## src/rtl/bin2bcd_pkg.sv

```systemverilog
// Shared widths and FSM state encoding for the BCD converter arbiter.
package bin2bcd_pkg;
  localparam int C_BIN_W  = 27;
  localparam int C_BCD_W  = 32;
  localparam int C_DIGITS = 8;

  typedef enum logic [1:0] {
    ST_IDLE  = 2'd0,
    ST_ISSUE = 2'd1,
    ST_WAIT  = 2'd2
  } state_t;
endpackage

```

## src/rtl/bcd_conv_arbiter_if.sv

```systemverilog
// Requester and converter-core signal bundle; directions are named from the arbiter's side.
interface bcd_conv_arbiter_if #(parameter int C_CH = 4);
  import bin2bcd_pkg::*;

  logic [C_CH-1:0]         REQ_i;
  logic [C_BIN_W*C_CH-1:0] DAT_i;
  logic [C_CH-1:0]         ACK_o;
  logic [C_CH-1:0]         DONE_o;
  logic [C_CH-1:0]         ERR_o;
  logic [C_BCD_W-1:0]      QQ_o;
  logic                    CORE_REQ_o;
  logic [C_BIN_W-1:0]      CORE_DAT_o;
  logic [C_BCD_W-1:0]      CORE_QQ_i;
  logic                    CORE_DONE_i;

  modport slave (
    input  REQ_i, DAT_i, CORE_QQ_i, CORE_DONE_i,
    output ACK_o, DONE_o, ERR_o, QQ_o, CORE_REQ_o, CORE_DAT_o
  );

  modport master (
    output REQ_i, DAT_i, CORE_QQ_i, CORE_DONE_i,
    input  ACK_o, DONE_o, ERR_o, QQ_o, CORE_REQ_o, CORE_DAT_o
  );
endinterface

```

## src/rtl/bcd_rr_pick.sv

```systemverilog
// Combinational round-robin picker: first requester found searching upward from i_last+1.
module bcd_rr_pick #(
  parameter int C_CH    = 4,
  parameter int C_IDX_W = $clog2(C_CH)
) (
  input  logic [C_CH-1:0]    i_req,
  input  logic [C_IDX_W-1:0] i_last,
  output logic [C_IDX_W-1:0] o_idx,
  output logic               o_vld
);
  always_comb begin
    o_idx = '0;
    o_vld = 1'b0;
    // farthest offset first, so the nearest requester after i_last is assigned last and wins
    for (int i = C_CH; i >= 1; i--) begin
      if (i_req[C_IDX_W'((int'(i_last) + i) % C_CH)]) begin
        o_idx = C_IDX_W'((int'(i_last) + i) % C_CH);
        o_vld = 1'b1;
      end
    end
  end
endmodule

```

## src/rtl/bcd_conv_arbiter.sv

```systemverilog
// Shares one binary-to-BCD converter core among C_CH requesters with round-robin grant and timeout.
//   state    | meaning
//   ST_IDLE  | waiting for any request, picks winner and latches its operand
//   ST_ISSUE | one cycle: CORE_REQ_o and ACK_o high, timeout counter cleared
//   ST_WAIT  | waiting for core done strobe or timeout
module bcd_conv_arbiter
  import bin2bcd_pkg::*;
#(
  parameter int C_CH  = 4,
  parameter int C_TMO = 63
) (
  input  logic                CK_i,
  input  logic                XARST_i,
  input  logic                EN_CK_i,
  bcd_conv_arbiter_if.slave   bus
);
  localparam int C_IDX_W = $clog2(C_CH);
  localparam int C_TMO_W = $clog2(C_TMO + 1);

  state_t               r_state;
  logic [C_IDX_W-1:0]   r_g;
  logic [C_IDX_W-1:0]   r_last;
  logic [C_TMO_W-1:0]   r_tmo;
  logic [C_CH-1:0]      r_ack;
  logic [C_CH-1:0]      r_done;
  logic [C_CH-1:0]      r_err;
  logic [C_BCD_W-1:0]   r_qq;
  logic                 r_core_req;
  logic [C_BIN_W-1:0]   r_core_dat;

  logic [C_IDX_W-1:0]   w_win;
  logic                 w_vld;
  logic [C_BIN_W-1:0]   w_dat;
  logic [C_CH-1:0]      w_win_mask;
  logic [C_CH-1:0]      w_g_mask;

  bcd_rr_pick #(.C_CH(C_CH), .C_IDX_W(C_IDX_W)) u_pick (
    .i_req  (bus.REQ_i),
    .i_last (r_last),
    .o_idx  (w_win),
    .o_vld  (w_vld)
  );

  always_comb begin
    w_dat = '0;
    for (int c = 0; c < C_CH; c++) begin
      if (w_win == C_IDX_W'(c)) w_dat = bus.DAT_i[c*C_BIN_W +: C_BIN_W];
    end
  end

  assign w_win_mask = C_CH'(1) << w_win;
  assign w_g_mask   = C_CH'(1) << r_g;

  always_ff @(posedge CK_i) begin
    if (!XARST_i) begin
      r_state    <= ST_IDLE;
      r_g        <= '0;
      r_last     <= C_IDX_W'(C_CH - 1);
      r_tmo      <= '0;
      r_ack      <= '0;
      r_done     <= '0;
      r_err      <= '0;
      r_qq       <= '0;
      r_core_req <= 1'b0;
      r_core_dat <= '0;
    end else if (EN_CK_i) begin
      r_ack      <= '0;
      r_done     <= '0;
      r_err      <= '0;
      r_core_req <= 1'b0;
      case (r_state)
        ST_IDLE: begin
          if (w_vld) begin
            r_core_dat <= w_dat;
            r_g        <= w_win;
            r_last     <= w_win;
            r_ack      <= w_win_mask;
            r_core_req <= 1'b1;
            r_state    <= ST_ISSUE;
          end
        end
        ST_ISSUE: begin
          r_tmo   <= '0;
          r_state <= ST_WAIT;
        end
        ST_WAIT: begin
          r_tmo <= r_tmo + 1'b1;
          // done is checked first so a simultaneous done and timeout reports done
          if (bus.CORE_DONE_i) begin
            r_qq    <= bus.CORE_QQ_i;
            r_done  <= w_g_mask;
            r_state <= ST_IDLE;
          end else if (r_tmo == C_TMO_W'(C_TMO - 1)) begin
            r_err   <= w_g_mask;
            r_state <= ST_IDLE;
          end
        end
        default: r_state <= ST_IDLE;
      endcase
    end
  end

  assign bus.ACK_o      = r_ack;
  assign bus.DONE_o     = r_done;
  assign bus.ERR_o      = r_err;
  assign bus.QQ_o       = r_qq;
  assign bus.CORE_REQ_o = r_core_req;
  assign bus.CORE_DAT_o = r_core_dat;
endmodule

```

## src/flat_wrapper.sv

```systemverilog
// flat-port wrapper written by rule: the top's interface ports become plain ports
module bcd_conv_arbiter_flat import bin2bcd_pkg::*;
#(
  parameter int C_CH  = 4,
  parameter int C_TMO = 63
)
  (CK_i, XARST_i, EN_CK_i, bus_REQ_i, bus_DAT_i, bus_CORE_QQ_i, bus_CORE_DONE_i, bus_ACK_o, bus_DONE_o, bus_ERR_o, bus_QQ_o, bus_CORE_REQ_o, bus_CORE_DAT_o);
  bcd_conv_arbiter_if #(.C_CH(C_CH)) bus_i ();
  input  logic CK_i;
  input  logic XARST_i;
  input  logic EN_CK_i;
  input wire logic [$bits(bus_i.REQ_i)-1:0] bus_REQ_i;
  input wire logic [$bits(bus_i.DAT_i)-1:0] bus_DAT_i;
  input wire logic [$bits(bus_i.CORE_QQ_i)-1:0] bus_CORE_QQ_i;
  input wire logic [$bits(bus_i.CORE_DONE_i)-1:0] bus_CORE_DONE_i;
  output wire logic [$bits(bus_i.ACK_o)-1:0] bus_ACK_o;
  output wire logic [$bits(bus_i.DONE_o)-1:0] bus_DONE_o;
  output wire logic [$bits(bus_i.ERR_o)-1:0] bus_ERR_o;
  output wire logic [$bits(bus_i.QQ_o)-1:0] bus_QQ_o;
  output wire logic [$bits(bus_i.CORE_REQ_o)-1:0] bus_CORE_REQ_o;
  output wire logic [$bits(bus_i.CORE_DAT_o)-1:0] bus_CORE_DAT_o;
  assign bus_i.REQ_i = bus_REQ_i;
  assign bus_i.DAT_i = bus_DAT_i;
  assign bus_i.CORE_QQ_i = bus_CORE_QQ_i;
  assign bus_i.CORE_DONE_i = bus_CORE_DONE_i;
  assign bus_ACK_o = bus_i.ACK_o;
  assign bus_DONE_o = bus_i.DONE_o;
  assign bus_ERR_o = bus_i.ERR_o;
  assign bus_QQ_o = bus_i.QQ_o;
  assign bus_CORE_REQ_o = bus_i.CORE_REQ_o;
  assign bus_CORE_DAT_o = bus_i.CORE_DAT_o;
  bcd_conv_arbiter #(.C_CH(C_CH), .C_TMO(C_TMO)) u_core (.CK_i(CK_i), .XARST_i(XARST_i), .EN_CK_i(EN_CK_i), .bus(bus_i));
endmodule
```

## config.mk

```make
export PLATFORM = sky130hd
export DESIGN_NAME = bcd_conv_arbiter_flat
export DESIGN_NICKNAME = d
export VERILOG_FILES = /design/src/rtl/bin2bcd_pkg.sv /design/src/rtl/bcd_conv_arbiter_if.sv /design/src/rtl/bcd_rr_pick.sv /design/src/rtl/bcd_conv_arbiter.sv /design/src/flat_wrapper.sv
export SDC_FILE = /design/constraint.sdc
export NUM_CORES = 1
export LEC_CHECK = 0
export BUFFER_PORTS_ARGS = -buffer_cell sky130_fd_sc_hd__buf_2
export CORE_UTILIZATION = 40
export CTS_BUF_LIST = sky130_fd_sc_hd__clkbuf_4 sky130_fd_sc_hd__clkbuf_8
export DETAILED_ROUTE_END_ITERATION = 7
export MAX_ROUTING_LAYER = met4
export PLACE_DENSITY = 0.78
export SLEW_MARGIN = 20
export SYNTH_ARGS = -nofsm -noshare
export SYNTH_HDL_FRONTEND = slang
export SYNTH_SLANG_ARGS = --single-unit
```

## constraint.sdc

```tcl
create_clock -name CK_i -period 3.4 [get_ports CK_i]
set_input_delay 0.34 -clock CK_i [delete_from_list [all_inputs] [get_ports CK_i]]
set_output_delay 0.34 -clock CK_i [all_outputs]
set_load 0.01 [all_outputs]
```

### After elaboration in Yosys (flattened, before gate mapping)

Cells that the tools add are included.

* add/subtract/negate cells: 5
* magnitude comparators: 4
* equality and inequality tests: 8
* shift operators: 2
* multiplexer cells: 38
* reductions and logical operators: 7

Operators with widths (number)
* two-way mux 27 bit: 4
* two-way mux 4 bit: 7
* < comparator 2 x 4 -> 1 bit (second input constant): 4
* two-way mux 1 bit: 14
* two-way mux 2 bit: 7
* case mux 6 bit (2 select lines): 1
* AND reduction 3 bit: 3
* binary-select mux 1 bit (select 2 bit): 4
* << shifter 1 x 2 -> 4 bit (first input constant): 2
* adder 6 x 1 -> 6 bit (second input constant): 1
* == test 2 bit (second input constant): 3
* == test 6 bit (second input constant): 1
* case mux 2 bit (3 select lines): 1
* adder 2 x 1 -> 2 bit (second input constant): 2
* adder 2 bit (second input constant): 2
* == test 2 x 1 -> 1 bit (second input constant): 2
* zero test 2 bit: 2
* inequality test 3 x 2 -> 1 bit (second input constant): 1
* inequality test 2 bit (second input constant): 1
* AND reduction 2 bit: 1
* nonzero test 2 bit: 1

* register bits after elaboration: 84
* bits of input ports: 148
* logic and storage cells: 74

### Logic depth before layout (Yosys ltp)

* depth in word-level cells: 13
* mapped depth: 8
* gate-level depth less buffers: 7

### Modules after synthesis

From an unflattened synthesis, not the netlist that was laid out.

* cell total of the unflattened synthesis: 433
* area total of the unflattened synthesis: 3923.8 um^2

Modules (own cells, without submodules)
* bcd_conv_arbiter: times used 1, cells an instance 419, area an instance 3832.4 um^2, sequential area each 1681.6 um^2
* bcd_rr_pick: times used 1, cells an instance 14, area an instance 91.3 um^2, sequential area each 0.0 um^2

### Least setup slack after synthesis

No wires, ideal clock.

* path type: input port to flip-flop
* from: input bus_REQ_i[1]
* to: register u_core.r_core_dat[10], in the netlist u_core.bus.CORE_DAT_o[10]
* library setup time: 0.123 ns
* data arrival time: 1.567 ns
* required time: 3.277 ns
* setup slack: 1.710 ns
* stages: 6
* path buffers: 2
* cells stage by stage: or4_4 -> and3_1 -> buf_6 -> nand3_4 -> buf_6 -> o211ai_2

* word-level cells in the longest chain between the ends: 12
* elaborated cells between the ends (all ways): 29

Ends and longest elaborated chain
* from (decl): line flat_wrapper.sv:12 `input wire logic [$bits(bus_i.REQ_i)-1:0] bus_REQ_i;`
* binary-select mux 1 bit (select 2 bit): line bcd_rr_pick.sv:16 `if (i_req[C_IDX_W'((int'(i_last) + i) % C_CH)]) begin`
* two-way mux 1 bit (implied by the code) (2 in series): line bcd_rr_pick.sv:16
* two-way mux 2 bit (4 in series): line bcd_rr_pick.sv:16
* zero test 2 bit: line bcd_conv_arbiter.sv:47 `if (w_win == C_IDX_W'(c)) w_dat = bus.DAT_i[c*C_BIN_W +: C_BIN_W];`
* two-way mux 27 bit (4 in series): line bcd_conv_arbiter.sv:47
* to (signal assigned): line bcd_conv_arbiter.sv:74 `r_core_dat <= w_dat;`
* to (decl): line bcd_conv_arbiter.sv:29 `logic [C_BIN_W-1:0] r_core_dat;`

Parallel ways exist; a longest one is shown, timed or not. The select of a mux whose other input is x is not followed.
A chain may end at the register's enable or synchronous reset.

### Final worst setup path

* from: register u_core.r_last[0]
* to: register u_core.r_core_dat[10], in the netlist u_core.bus.CORE_DAT_o[10]

* word-level cells in the longest chain between the ends: 13
* elaborated cells between the ends (all ways): 33

Ends and longest elaborated chain
* from (decl): line bcd_conv_arbiter.sv:22 `logic [C_IDX_W-1:0] r_last;`
* from (signal assigned): line bcd_conv_arbiter.sv:58 `r_last <= C_IDX_W'(C_CH - 1);`
* from (signal assigned): line bcd_conv_arbiter.sv:76 `r_last <= w_win;`
* adder 2 x 1 -> 2 bit: line bcd_rr_pick.sv:16, bcd_rr_pick.sv:17
* binary-select mux 1 bit (select 2 bit): line bcd_rr_pick.sv:16
* two-way mux 1 bit (implied by the code) (2 in series): line bcd_rr_pick.sv:16
* two-way mux 2 bit (4 in series): line bcd_rr_pick.sv:16
* zero test 2 bit: line bcd_conv_arbiter.sv:47
* two-way mux 27 bit (4 in series): line bcd_conv_arbiter.sv:47

Parallel ways exist; a longest one is shown, timed or not. The select of a mux whose other input is x is not followed.

==> impl_metrics.json <==
{
  "outcome": "finished, final reports clean",
  "synth_edf_count": 0,
  "holdBufCountCts": 0,
  "r2r_setup_slack_ps": 1200,
  "maxSlewHeadroom_pct": 27.00,
  "routed_wirelength_um": 12960,
  "final_cell_mix": "219 x buf_2, 100 x nand2_1, 84 x dfxtp_1, 42 x a21oi_1, 31 x nand4_1",
  "drc": 0,
  "die_w_um": 105.7,
  "post_cts_resized": 0,
  "setup.worst_path.start_class": "flop",
  "synth_top_cell_by_area": "dfxtp_1",
  "synth_ff_type": "dfxtp_1",
  "leakagePower_nw": 2.644,
  "cap_violations": 0,
  "grt_overflow": 0,
  "final.fill_count": 950,
  "cellPowerDensity_nw_per_um2": 397.0,
  "p_total_mw": 2.238,
  "viasPerCell": 5.366,
  "drtIter0Drc": 373,
  "ff_latch_area_um2": 1682,
  "internal-power_mw": 1.552,
  "place_worst_setup_slack_ps": 1131,
  "hold_viol_final": 0,
  "yosysWarnings": 0,
  "hold_path.class": "in -> reg",
  "cp_slowest_stage_delay_ps": 380,
  "ios": 220,
  "sw_frac_of_total_pct": 30.64,
  "cp.required_ps": 3620,
  "grt_max_degree": 52,
  "yosysTopAreaCellShare_pct": 39.06,
  "worstHoldStart": "bus_CORE_QQ_i[26]",
  "cp_cell_sequence": "nand2b_1 -> a21o_1 -> buf_4 -> nand3_2 -> buf_4 -> mux2i_1 -> o211ai_2",
  "fin_tns_setup_ps": 0,
  "drtPass1Iterations": 4,
  "final_common_cell": "buf_2",
  "worst_ep_arrival_time_ps": 2420,
  "grt_pass1_vias": 4201,
  "antenna_found_initial": 3,
  "clock_sinks": 84,
  "ys_seq_elements": 84,
  "r2r_start": "u_core.r_last[0]",
  "avgSynthCellArea_um2": 8.698,
  "h-tree-depth": 3,
  "cp_slowest_cell": "buf_4",
  "synthArstFlopShare_pct": 0,
  "clk_latency_ps": 340,
  "cts_root_buf": "clkbuf_8",
  "grt_pass1_wl_um": 20070,
  "synthCells": 495,
  "vias": 4497,
  "power_frac_comb_pct": 22.5,
  "clk_path_buf_depth": 2,
  "cts_setup_buffers": 0,
  "yosysUniqueCellTypes": 45,
  "p_clk_share_pct": 29.8,
  "nNetsFinal": 847,
  "min_period_ps": 2198,
  "cts_buffers": 9,
  "dp_hpwl_um": 9446,
  "syn_to_final_growth_pct": 30.95,
  "worst_slew_pin_slew_ps": 1095,
  "multi_input_area_um2": 2402,
  "die_height_um": 105.7,
  "finClkSkew_ps": 9.284,
  "worst-path-max-fanout": 28,
  "track_usage_pct": 23.34,
  "fmax_mhz": 455.0,
  "drive_gt1_share_pct": 40.34,
  "ir_drop_mv": 0.1868,
  "synth_seq_area_share_pct": 39.06,
  "fin_crit_sh_pct": 64.65,
  "cp-startpoint": "u_core.r_last[0]",
  "crit_path_end": "u_core.bus.CORE_DAT_o[10]",
  "setup_viol": 0,
  "ant_nets": 0,
  "pwr-share-seq_pct": 47.8,
  "synthTopCellsByArea": "dfxtp_1 39%, nand2_1 8.7%, mux2i_1 6.5%",
  "clkTransAtPathRegs_ps": 90,
  "syn_area_um2": 4305,
  "power.switching_mw": 0.6857,
  "crit_top_cell": "buf_4",
  "cts_tree": "built",
  "end_kind": "flop",
  "rsz0062_at_grt": "false",
  "die_area_um2": 11180,
  "core_area_um2": 10370,
  "worst_slack_ps": 1202,
  "post_drt_wl_per_cell_um": 15.46,
  "worst_r2r_endpoint": "u_core.bus.CORE_DAT_o[10]",
  "portBuffers": 219,
  "synth_nets": 648,
  "reg2reg_depth": 7,
  "initial_core_util_pct": 41.52,
  "gp_congestion": 0.8229,
  "slew_violations": 0,
  "critical_path_class": "reg -> reg",
  "fp-row-count": 37
}
[worst min path at each step]
stage,slack [ps],end,cells past startpoint
after global routing,200,u_core.bus.QQ_o[2],3
after global placement,440,u_core.bus.QQ_o[26],2
after CTS,210,u_core.bus.QQ_o[9],3
after detailed placement,440,u_core.bus.QQ_o[14],2
after floorplan,420,u_core.r_last[0],1
final,230,u_core.bus.QQ_o[26],3
[sequential cells by signal, indices dropped and copies added (netlist names)]
signal                 flops
u_core.r_last              2
u_core.bus.CORE_REQ_o      1
u_core.bus.ACK_o           4
u_core.bus.QQ_o           32
u_core.r_state             2
u_core.r_tmo               6
u_core.bus.ERR_o           4
u_core.bus.DONE_o          4
u_core.bus.CORE_DAT_o     27
u_core.r_g                 2
[per-layer routing]
| layer | track usage [%] | up-vias | share of wire (%) |
|---|---|---|---|
| li1 | - | 2177 | - |
| met1 | 27.12 | 2066 | 41 |
| met2 | 39.31 | 232 | 49 |
| met3 | 4.947 | 22 | 7.6 |
| met4 | 9.127 | 0 | 2.5 |
| met5 | - | - | 0 |
[power groups by stage]
stage / registers [mW] / clock network (mW) / logic [mW]
final: 1.07 / 0.666 / 0.503
after floorplan: 1.11 / 0 / 0.294
after global routing: 1.08 / 0.740 / 0.545
after global placement: 1.09 / 0 / 0.484
after detailed placement: 1.09 / 0 / 0.502
after CTS: 1.07 / 0.687 / 0.502
[worst max-delay path: cells and delay by family, from the launching register on]
kind / cells / cell delay (ps)
compound gates: 2 / 230
buf+inv: 2 / 690
flops: 1 / 360
mux: 1 / 230
simple gates: 2 / 550
[per-stage QoR]
step / instance area, um2 / hold WS, ps / std cells / utilization [%]
2_1_floorplan: 4305 / 416.2 / 495 / -
3_3_place_gp: 5443 / 439.7 / 819 / 52.49
3_5_place_dp: 5448 / 443.5 / 819 / 52.53
4_1_cts: 5630 / 212.2 / 835 / 54.30
5_1_grt: 5638 / 204.0 / 838 / 54.37
6_report: 5638 / 228.9 / 838 / 54.37
[synth_stat cells (all sizes together) (8+ instances only)]
| library cell | count |
|---|---|
| mux2i | 28 |
| buf | 13 |
| dfxtp | 84 |
| nor2 | 27 |
| a21oi | 43 |
| nand4 | 31 |
| clkbuf | 27 |
| a21bo | 27 |
| o211ai | 28 |
| inv | 8 |
| nand2 | 100 |
| o31ai | 27 |
[kinds of logic (layout without fill, tap and decap cells)]
| family | Yosys count | in the layout | synth area share, % |
|---|---|---|---|
| compound gates | 144 | 144 | 27.03 |
| fa+ha+maj | 5 | 5 | 1.453 |
| buf+inv | 48 | 252 | 5.463 |
| other cells | 0 | 3 | 0 |
| mux | 28 | 28 | 6.510 |
| flops | 84 | 84 | 39.06 |
| xor+xnor | 4 | 4 | 0.8136 |
| simple gates | 182 | 182 | 19.67 |
[cell type report]
class	count	area share, %
clock buffer	10	2.441
sequential	84	29.83
multi-input combinational	363	42.61
antenna	3	0.1332
inverter	8	0.5326
clock inverter	6	0.7989
timing repair buffer	228	20.64
tap	136	3.018
Power figures use the tool's default switching activity.
